<file path="src/rtl/json_pkg.sv">
// Shared types, literal ROM and character-class helpers for the streaming JSON lexer.
package json_pkg;

    typedef enum logic [3:0] {
        OBJ_OPEN,
        OBJ_CLOSE,
        ARR_OPEN,
        ARR_CLOSE,
        COLON,
        COMMA,
        STR,
        NUM,
        LIT
    } tok_kind_e;

    typedef enum logic [2:0] {
        NONE          = 3'd0,
        UNEXPECTED    = 3'd1,
        BAD_LITERAL   = 3'd2,
        DEPTH_OVF     = 3'd3,
        NEST_MISMATCH = 3'd4,
        UNBALANCED    = 3'd5,
        CTRL_IN_STR   = 3'd6
    } err_e;

    typedef enum logic [2:0] {
        S_VALUE,
        S_STR,
        S_STR_ESC,
        S_NUM,
        S_LIT,
        S_ERROR
    } state_e;

    typedef enum logic [1:0] {
        LIT_SEL_TRUE,
        LIT_SEL_FALSE,
        LIT_SEL_NULL
    } lit_sel_e;

    // Literal spellings packed with character 0 in the least significant byte.
    localparam logic [39:0] LIT_TRUE_ROM  = 40'h00_65_75_72_74;
    localparam logic [39:0] LIT_FALSE_ROM = 40'h65_73_6C_61_66;
    localparam logic [39:0] LIT_NULL_ROM  = 40'h00_6C_6C_75_6E;
    localparam logic [2:0]  LIT_TRUE_LEN  = 3'd4;
    localparam logic [2:0]  LIT_FALSE_LEN = 3'd5;
    localparam logic [2:0]  LIT_NULL_LEN  = 3'd4;

    function automatic logic is_ws(input logic [7:0] c);
        return (c == 8'h20) || (c == 8'h09) || (c == 8'h0A) || (c == 8'h0D);
    endfunction

    function automatic logic is_digit(input logic [7:0] c);
        return (c >= 8'h30) && (c <= 8'h39);
    endfunction

    function automatic logic is_num_char(input logic [7:0] c);
        return is_digit(c) || (c == 8'h2D) || (c == 8'h2B) || (c == 8'h2E) ||
               (c == 8'h65) || (c == 8'h45);
    endfunction

    function automatic logic [7:0] lit_char(input lit_sel_e sel, input logic [2:0] idx);
        logic [39:0] rom;
        logic [7:0]  c;
        case (sel)
            LIT_SEL_TRUE:  rom = LIT_TRUE_ROM;
            LIT_SEL_FALSE: rom = LIT_FALSE_ROM;
            default:       rom = LIT_NULL_ROM;
        endcase
        case (idx)
            3'd0:    c = rom[7:0];
            3'd1:    c = rom[15:8];
            3'd2:    c = rom[23:16];
            3'd3:    c = rom[31:24];
            default: c = rom[39:32];
        endcase
        return c;
    endfunction

    function automatic logic [2:0] lit_len(input lit_sel_e sel);
        case (sel)
            LIT_SEL_TRUE:  return LIT_TRUE_LEN;
            LIT_SEL_FALSE: return LIT_FALSE_LEN;
            default:       return LIT_NULL_LEN;
        endcase
    endfunction

endpackage

</file>
<file path="src/rtl/json_depth_stack.sv">
// Bracket-type stack: one bit per nesting level (1 = object), with an occupancy counter.
module json_depth_stack #(
    parameter int MAX_DEPTH = 16,
    localparam int DEPTH_W = $clog2(MAX_DEPTH + 1)
) (
    input  logic               clk,
    input  logic               rst,
    input  logic               clear,
    input  logic               push,
    input  logic               pop,
    input  logic               push_is_obj,
    output logic [DEPTH_W-1:0] depth,
    output logic               top_is_obj,
    output logic               full,
    output logic               empty
);

    localparam int IDX_W = (MAX_DEPTH > 1) ? $clog2(MAX_DEPTH) : 1;

    logic [MAX_DEPTH-1:0] types;
    logic [DEPTH_W-1:0]   top_pos;

    assign top_pos    = depth - 1'b1;
    assign full       = (depth == DEPTH_W'(MAX_DEPTH));
    assign empty      = (depth == '0);
    assign top_is_obj = !empty && types[top_pos[IDX_W-1:0]];

    always_ff @(posedge clk or posedge rst) begin
        if (rst) begin
            depth <= '0;
            types <= '0;
        end else if (clear) begin
            depth <= '0;
            types <= '0;
        end else if (push && !full) begin
            types[depth[IDX_W-1:0]] <= push_is_obj;
            depth <= depth + 1'b1;
        end else if (pop && !empty) begin
            depth <= depth - 1'b1;
        end
    end

endmodule

</file>
<file path="src/rtl/json_tokenizer.sv">
// Streaming JSON lexer: classifies one byte per cycle, drops insignificant whitespace,
// tracks nesting depth and latches the first lexical or nesting error.
module json_tokenizer
    import json_pkg::*;
#(
    parameter int MAX_DEPTH = 16,
    localparam int DEPTH_W = $clog2(MAX_DEPTH + 1)
) (
    input  logic               clk,
    input  logic               rst,
    input  logic               clear,
    input  logic               in_valid,
    output logic               in_ready,
    input  logic [7:0]         in_data,
    input  logic               in_last,
    output logic               tok_valid,
    input  logic               tok_ready,
    output tok_kind_e          tok_kind,
    output logic [7:0]         tok_char,
    output logic               tok_first,
    output logic               tok_last,
    output logic [DEPTH_W-1:0] tok_depth,
    output logic               tok_eod,
    output logic               err,
    output err_e               err_code
);

    state_e             state_q, state_d;
    logic [7:0]         pend_char_q, pend_char_d;
    logic               pend_first_q, pend_first_d;
    logic               pend_final_q, pend_final_d;
    lit_sel_e           lit_sel_q, lit_sel_d;
    logic [2:0]         lit_idx_q, lit_idx_d;

    logic               emit;
    tok_kind_e          e_kind;
    logic [7:0]         e_char;
    logic               e_first, e_last, e_eod;
    logic [DEPTH_W-1:0] e_depth;
    logic [DEPTH_W-1:0] depth_after;
    logic               err_set, byte_err;
    err_e               err_val;

    logic               push, pop, push_is_obj;
    logic [DEPTH_W-1:0] depth;
    logic               top_is_obj, full, empty;

    logic               out_free, flush, drain, accept;

    json_depth_stack #(.MAX_DEPTH(MAX_DEPTH)) u_stack (
        .clk         (clk),
        .rst         (rst),
        .clear       (clear),
        .push        (push),
        .pop         (pop),
        .push_is_obj (push_is_obj),
        .depth       (depth),
        .top_is_obj  (top_is_obj),
        .full        (full),
        .empty       (empty)
    );

    // A held number byte is released either by a terminating byte (flush) or by in_last (drain).
    assign out_free = !tok_valid || tok_ready;
    assign drain    = (state_q == S_NUM) && pend_final_q;
    assign flush    = (state_q == S_NUM) && !pend_final_q && in_valid && !is_num_char(in_data);
    assign in_ready = !rst && (err || (out_free && !flush && !drain));
    assign accept   = in_valid && in_ready && !err;

    always_comb begin
        emit         = 1'b0;
        e_kind       = STR;
        e_char       = in_data;
        e_first      = 1'b0;
        e_last       = 1'b0;
        e_depth      = depth;
        e_eod        = 1'b0;
        state_d      = state_q;
        pend_char_d  = pend_char_q;
        pend_first_d = pend_first_q;
        pend_final_d = pend_final_q;
        lit_sel_d    = lit_sel_q;
        lit_idx_d    = lit_idx_q;
        push         = 1'b0;
        pop          = 1'b0;
        push_is_obj  = 1'b0;
        err_set      = 1'b0;
        byte_err     = 1'b0;
        err_val      = NONE;
        depth_after  = depth;

        if (out_free && (drain || flush)) begin
            emit         = 1'b1;
            e_kind       = NUM;
            e_char       = pend_char_q;
            e_first      = pend_first_q;
            e_last       = 1'b1;
            e_eod        = pend_final_q;
            pend_final_d = 1'b0;
            state_d      = S_VALUE;
            if (pend_final_q && (depth != '0)) begin
                err_set = 1'b1;
                err_val = UNBALANCED;
            end
        end else if (accept) begin
            case (state_q)
                S_VALUE: begin
                    case (in_data)
                        8'h7B, 8'h5B: begin
                            if (full) begin
                                byte_err = 1'b1;
                                err_set  = 1'b1;
                                err_val  = DEPTH_OVF;
                            end else begin
                                emit        = 1'b1;
                                e_kind      = (in_data == 8'h7B) ? OBJ_OPEN : ARR_OPEN;
                                e_first     = 1'b1;
                                e_last      = 1'b1;
                                e_depth     = depth + 1'b1;
                                push        = 1'b1;
                                push_is_obj = (in_data == 8'h7B);
                            end
                        end
                        8'h7D, 8'h5D: begin
                            if (empty || (top_is_obj != (in_data == 8'h7D))) begin
                                byte_err = 1'b1;
                                err_set  = 1'b1;
                                err_val  = NEST_MISMATCH;
                            end else begin
                                emit    = 1'b1;
                                e_kind  = (in_data == 8'h7D) ? OBJ_CLOSE : ARR_CLOSE;
                                e_first = 1'b1;
                                e_last  = 1'b1;
                                pop     = 1'b1;
                            end
                        end
                        8'h3A, 8'h2C: begin
                            emit    = 1'b1;
                            e_kind  = (in_data == 8'h3A) ? COLON : COMMA;
                            e_first = 1'b1;
                            e_last  = 1'b1;
                        end
                        8'h22: begin
                            emit    = 1'b1;
                            e_kind  = STR;
                            e_first = 1'b1;
                            state_d = S_STR;
                        end
                        8'h74, 8'h66, 8'h6E: begin
                            emit      = 1'b1;
                            e_kind    = LIT;
                            e_first   = 1'b1;
                            lit_sel_d = (in_data == 8'h74) ? LIT_SEL_TRUE :
                                        (in_data == 8'h66) ? LIT_SEL_FALSE : LIT_SEL_NULL;
                            lit_idx_d = 3'd1;
                            state_d   = S_LIT;
                        end
                        default: begin
                            if (is_ws(in_data)) begin
                            end else if ((in_data == 8'h2D) || is_digit(in_data)) begin
                                pend_char_d  = in_data;
                                pend_first_d = 1'b1;
                                pend_final_d = in_last;
                                state_d      = S_NUM;
                            end else begin
                                byte_err = 1'b1;
                                err_set  = 1'b1;
                                err_val  = UNEXPECTED;
                            end
                        end
                    endcase
                end
                S_STR: begin
                    if (in_data < 8'h20) begin
                        byte_err = 1'b1;
                        err_set  = 1'b1;
                        err_val  = CTRL_IN_STR;
                    end else begin
                        emit   = 1'b1;
                        e_kind = STR;
                        if (in_data == 8'h5C) begin
                            state_d = S_STR_ESC;
                        end else if (in_data == 8'h22) begin
                            e_last  = 1'b1;
                            state_d = S_VALUE;
                        end
                    end
                end
                S_STR_ESC: begin
                    emit    = 1'b1;
                    e_kind  = STR;
                    state_d = S_STR;
                end
                S_NUM: begin
                    // Only number bytes are accepted here; the previous one is now known not to be last.
                    emit         = 1'b1;
                    e_kind       = NUM;
                    e_char       = pend_char_q;
                    e_first      = pend_first_q;
                    pend_char_d  = in_data;
                    pend_first_d = 1'b0;
                    pend_final_d = in_last;
                end
                S_LIT: begin
                    if (in_data != lit_char(lit_sel_q, lit_idx_q)) begin
                        byte_err = 1'b1;
                        err_set  = 1'b1;
                        err_val  = BAD_LITERAL;
                    end else begin
                        emit   = 1'b1;
                        e_kind = LIT;
                        if (lit_idx_q == (lit_len(lit_sel_q) - 3'd1)) begin
                            e_last  = 1'b1;
                            state_d = S_VALUE;
                        end else begin
                            lit_idx_d = lit_idx_q + 3'd1;
                        end
                    end
                end
                default: begin
                end
            endcase

            if (push) begin
                depth_after = depth + 1'b1;
            end else if (pop) begin
                depth_after = depth - 1'b1;
            end

            // A number ending the document reports eod when its held byte drains.
            if (in_last && !byte_err && (state_d != S_NUM)) begin
                e_eod = emit;
                if ((state_d != S_VALUE) || (depth_after != '0)) begin
                    err_set = 1'b1;
                    err_val = UNBALANCED;
                end
            end
        end

        if (err_set) begin
            state_d = S_ERROR;
        end
    end

    always_ff @(posedge clk or posedge rst) begin
        if (rst) begin
            state_q      <= S_VALUE;
            pend_char_q  <= '0;
            pend_first_q <= 1'b0;
            pend_final_q <= 1'b0;
            lit_sel_q    <= LIT_SEL_TRUE;
            lit_idx_q    <= '0;
            tok_valid    <= 1'b0;
            tok_kind     <= OBJ_OPEN;
            tok_char     <= '0;
            tok_first    <= 1'b0;
            tok_last     <= 1'b0;
            tok_depth    <= '0;
            tok_eod      <= 1'b0;
            err          <= 1'b0;
            err_code     <= NONE;
        end else if (clear) begin
            state_q      <= S_VALUE;
            pend_char_q  <= '0;
            pend_first_q <= 1'b0;
            pend_final_q <= 1'b0;
            lit_sel_q    <= LIT_SEL_TRUE;
            lit_idx_q    <= '0;
            tok_valid    <= 1'b0;
            tok_kind     <= OBJ_OPEN;
            tok_char     <= '0;
            tok_first    <= 1'b0;
            tok_last     <= 1'b0;
            tok_depth    <= '0;
            tok_eod      <= 1'b0;
            err          <= 1'b0;
            err_code     <= NONE;
        end else begin
            state_q      <= state_d;
            pend_char_q  <= pend_char_d;
            pend_first_q <= pend_first_d;
            pend_final_q <= pend_final_d;
            lit_sel_q    <= lit_sel_d;
            lit_idx_q    <= lit_idx_d;
            if (emit) begin
                tok_valid <= 1'b1;
                tok_kind  <= e_kind;
                tok_char  <= e_char;
                tok_first <= e_first;
                tok_last  <= e_last;
                tok_depth <= e_depth;
                tok_eod   <= e_eod;
            end else if (tok_ready) begin
                tok_valid <= 1'b0;
            end
            if (err_set) begin
                err      <= 1'b1;
                err_code <= err_val;
            end
        end
    end

endmodule
</file>
<file path="config.mk">
export PLATFORM = sky130hd
export DESIGN_NAME = json_tokenizer
export DESIGN_NICKNAME = d
export VERILOG_FILES = /design/src/rtl/json_pkg.sv /design/src/rtl/json_depth_stack.sv /design/src/rtl/json_tokenizer.sv
export SDC_FILE = /design/constraint.sdc
export NUM_CORES = 1
export LEC_CHECK = 0
export CAP_MARGIN = 10
export CORE_MARGIN = 2
export CORE_UTILIZATION = 55
export CTS_BUF_LIST = sky130_fd_sc_hd__clkbuf_4 sky130_fd_sc_hd__clkbuf_8
export CTS_CLUSTER_DIAMETER = 120
export CTS_CLUSTER_SIZE = 16
export DETAILED_ROUTE_END_ITERATION = 10
export PLACE_DENSITY = 0.78
export SLEW_MARGIN = 0
export SYNTH_ARGS = -nofsm -noshare
export SYNTH_HDL_FRONTEND = slang
export SYNTH_HIERARCHICAL = 1
export SYNTH_SLANG_ARGS = --single-unit
</file>
<file path="constraint.sdc">
create_clock -name clk -period 6.11 [get_ports clk]
set_input_delay 1.833 -clock clk [delete_from_list [all_inputs] [get_ports clk]]
set_output_delay 1.833 -clock clk [all_outputs]
set_load 0.03 [all_outputs]
</file>
==> flow_summary.ini <==
[synth]
yosysUniqueCellTypes = 93
yosys.area.top_type_share_pct = 32.17
synth_sequential_area_ratio_pct = 32.17
synth-seq-cells = 64
synth_xor_xnor_area_share_pct = 2.111
synth_enable_flop_cells = 0
combinational_family_with_the_most_area_after_synthesis = simple AND/OR/NAND/NOR gates
yosysTopAreaCell = dfrtp_1
ys_dominant_reg_cell = dfrtp_1
syn_area_sq_um = 4979
instance_count_of_the_mapped_netlist = 544
ys_warn_count = 6
synthesis.area_per_instance_sq_um = 9.152
synth-compound-area-share_pct = 23.52
synth.area.top_cells = dfrtp_1, nor2_1, mux2i_1
postSynthNetCount = 572
post_synth_fa_ha_maj_area_fraction_pct = 3.518
yosys-mux-area-fraction_pct = 7.514
synthSimpleGateAreaFrac_pct = 25.23
synth-async-reset-ratio_pct = 100.0

[cts]
holdBufCountCts = 0
root_buffer = clkbuf_8
post_cts_resized = 0
cts.repair_timing.setup_buffer_count = 0
tritoncts = built
cts_max_level = 3
clock_sink_count = 64
clock_tree.buffer_depth = 2
clk-insertion-delay-late_ps = 350
cts_inserted_buffers = 9
clkSlewWorstSetupHoldPaths_ps = 70

[sta]
tns_setup_ps = 0
max_slew.worst_pin.slew_ps = 937.1
fmax_mhz = 172.2
slew_violations = 0
skew_ps = 12.97
rsz0062_at_grt = no
layout_worst_path_cycle_share_pct = 95.05
finalSetupViolCount = 0
timing.final.crit_period_ps = 5807
maxSlewHeadroom_pct = 37.52
finalHoldViolCount = 0

[power_and_ir_drop]
power.switching_fraction_pct = 26.75
powerDensity_nw_per_um2 = 181.8
vdd_ir_drop_max_v = 0.0001112
p_comb_share_pct = 13.5
p_int_mw = 0.7526
p_seq_share_pct = 42.5
power.share.clock_pct = 44.0
power_leakage_nw = 2.283
power_switching_mw = 0.2749

[layout]
fillerInstances = 740
finish.utilization_pct = 64.49
syn_to_final_growth_pct = 13.52
final_common_cell = nor2_1
antenna-diode-count = 0
drive_gt1_share_pct = 15.34
final_cell_mix = nor2_1, dfrtp_1, clkdlybuf4s50_1, a21oi_1, inv_1
num-nets-final = 603

[grt]
global_route.overflow_total = 0
global_route.usage.total_pct = 28.86
grt_pass1_vias = 4390
grt_pass1_wl_um = 22660
number_of_antenna_violations_at_the_first_check_in_global_routing = 0
grt_start_max_net_pins = 45

[setup_path]
worstSetupEndpointType = primary output
critical-path-max-stage-delay_ps = 520
biggest_fanout_along_the_worst_timing_path = 8
critPathArrivalTime_ps = 3970
critPathRequiredTime_ps = 4280
worst_path_most_repeated_cell = nor2_1
startpoint_type = input pin
crit_path_top_delay_cell = clkdlybuf4s50_1
crit_chain = clkdlybuf4s50_1 > or3b_4 > a221oi_2 > o31a_1 > nor2_1 > nor2_1 > nor2_1 > nor2_1 > buf_4
crit_type = in2out

[route]
num_vias = 4485
detailedRoute.firstPassIterationCount = 5
post_drt_wl_per_cell_um = 19.76
drt.antenna.violating_nets = 0
drtIter0Drc = 322
routed_wirelength_um = 13600
drc = 0
detail_route.vias_per_cell = 6.519

[place]
dp_hpwl_um = 9689
io_port_bufs = 39
finalWeightedCongestion = 0.9099

[floorplan]
die-area_sq_um = 9829
core_area_sq_um = 8763
ioPinCount = 40
starting_utilization_of_the_core_area_pct = 56.81
die_span_x_um = 99.14
fp.dieH_um = 99.14
rows = 34

[status]
run_status = finished, final reports clean

[min_path]
hold_path.class = reg2reg

[flow_run]
number_of_maximum_capacitance_violations = 0
[area by class of cell]
type	instances	area, sq um	area share, %
sequential	64	1602	28.34
timing repair buffer	55	508.0	8.988
multi-input combinational	422	3082	54.53
tap	108	135.1	2.391
clock buffer	10	131.4	2.325
clock inverter	6	107.6	1.904
inverter	23	86.33	1.528
[power by group through the flow]
stage	sequential, mW	combinational, mW	clock [mW]
floorplan	0.449	0.0856	0
detailed placement	0.445	0.136	0
CTS	0.437	0.138	0.460
global route	0.437	0.150	0.480
global placement	0.445	0.135	0
finish	0.437	0.139	0.452
[synth_stat cells, types with 7 or more instances]
library cell	n
a211oi_1	13
nand4b_1	9
and3_1	10
nor3_1	11
nand2b_1	8
o21ai_0	13
mux2i_1	19
a21oi_1	30
nand3_1	10
nor2b_1	12
nor2_1	80
a31oi_1	9
dfrtp_1	64
clkbuf_1	12
ha_1	14
nand4_1	13
buf_2	8
inv_1	23
a22o_1	7
nand2_1	20
o2bb2ai_2	10
[routing by layer]
layer / part of all wire (%) / up-vias / global-route usage (%) / wire length (um)
li1: - / 2095 / - / -
met4: 3.3 / 0 / 10.75 / 444
met5: 0 / - / 0 / 0
met2: 49 / 140 / 47.45 / 6678
met3: 4.3 / 35 / 4.989 / 586
met1: 43 / 2215 / 38.40 / 5888
[sequential cells by signal (all words and copies together) (netlist names)]
name	cells
u_stack/depth	5
err_code	3
tok_last	1
lit_idx_q	3
pend_final_q	1
u_stack/types	16
pend_first_q	1
tok_char	8
tok_eod	1
pend_char_q	8
err	1
tok_first	1
state_q	3
tok_kind	4
tok_valid	1
tok_depth	5
lit_sel_q	2
[worst paths after layout]
kind	from	endpoint	slack (ps)	cells after the start
max	in_data[7]	in_ready	300	9
min	tok_kind[3]	tok_kind[3]	490	1
max reg2reg	u_stack/depth[1]	tok_depth[2]	1620	15
min reg2reg	tok_kind[3]	tok_kind[3]	490	1
max in group asynchronous	rst	tok_char[5]	3430	3
min in group asynchronous	rst	tok_first	1950	2
[cell families after synthesis]
kind of cell	Yosys count
XOR/XNOR	12
AO/OA/AOI/OAI	145
AND/OR/NAND/NOR	221
flip-flops	64
multiplexers	30
adder cells (fa/ha/maj)	14
buffers and inverters	58
[critical path, delay by kind of cell]
kind | cells | cell delay, ps
AND/OR/NAND/NOR | 5 | 840
buffers and inverters | 2 | 690
AO/OA/AOI/OAI | 2 | 610
[through the flow]
stage	cells	cell area [sq um]	setup slack [ps]	total power, mW	hold WS [ps]
3_3_place_gp	672	5413	320.6	0.5793	472.8
2_1_floorplan	544	4979	956.0	0.5350	472.8
4_1_cts	688	5652	314.4	1.034	499.5
5_1_grt	688	5652	148.8	1.068	519.7
3_5_place_dp	672	5413	322.1	0.5811	481.1
6_report	688	5652	302.5	1.028	493.3
(Power assumes the default switching activity.)
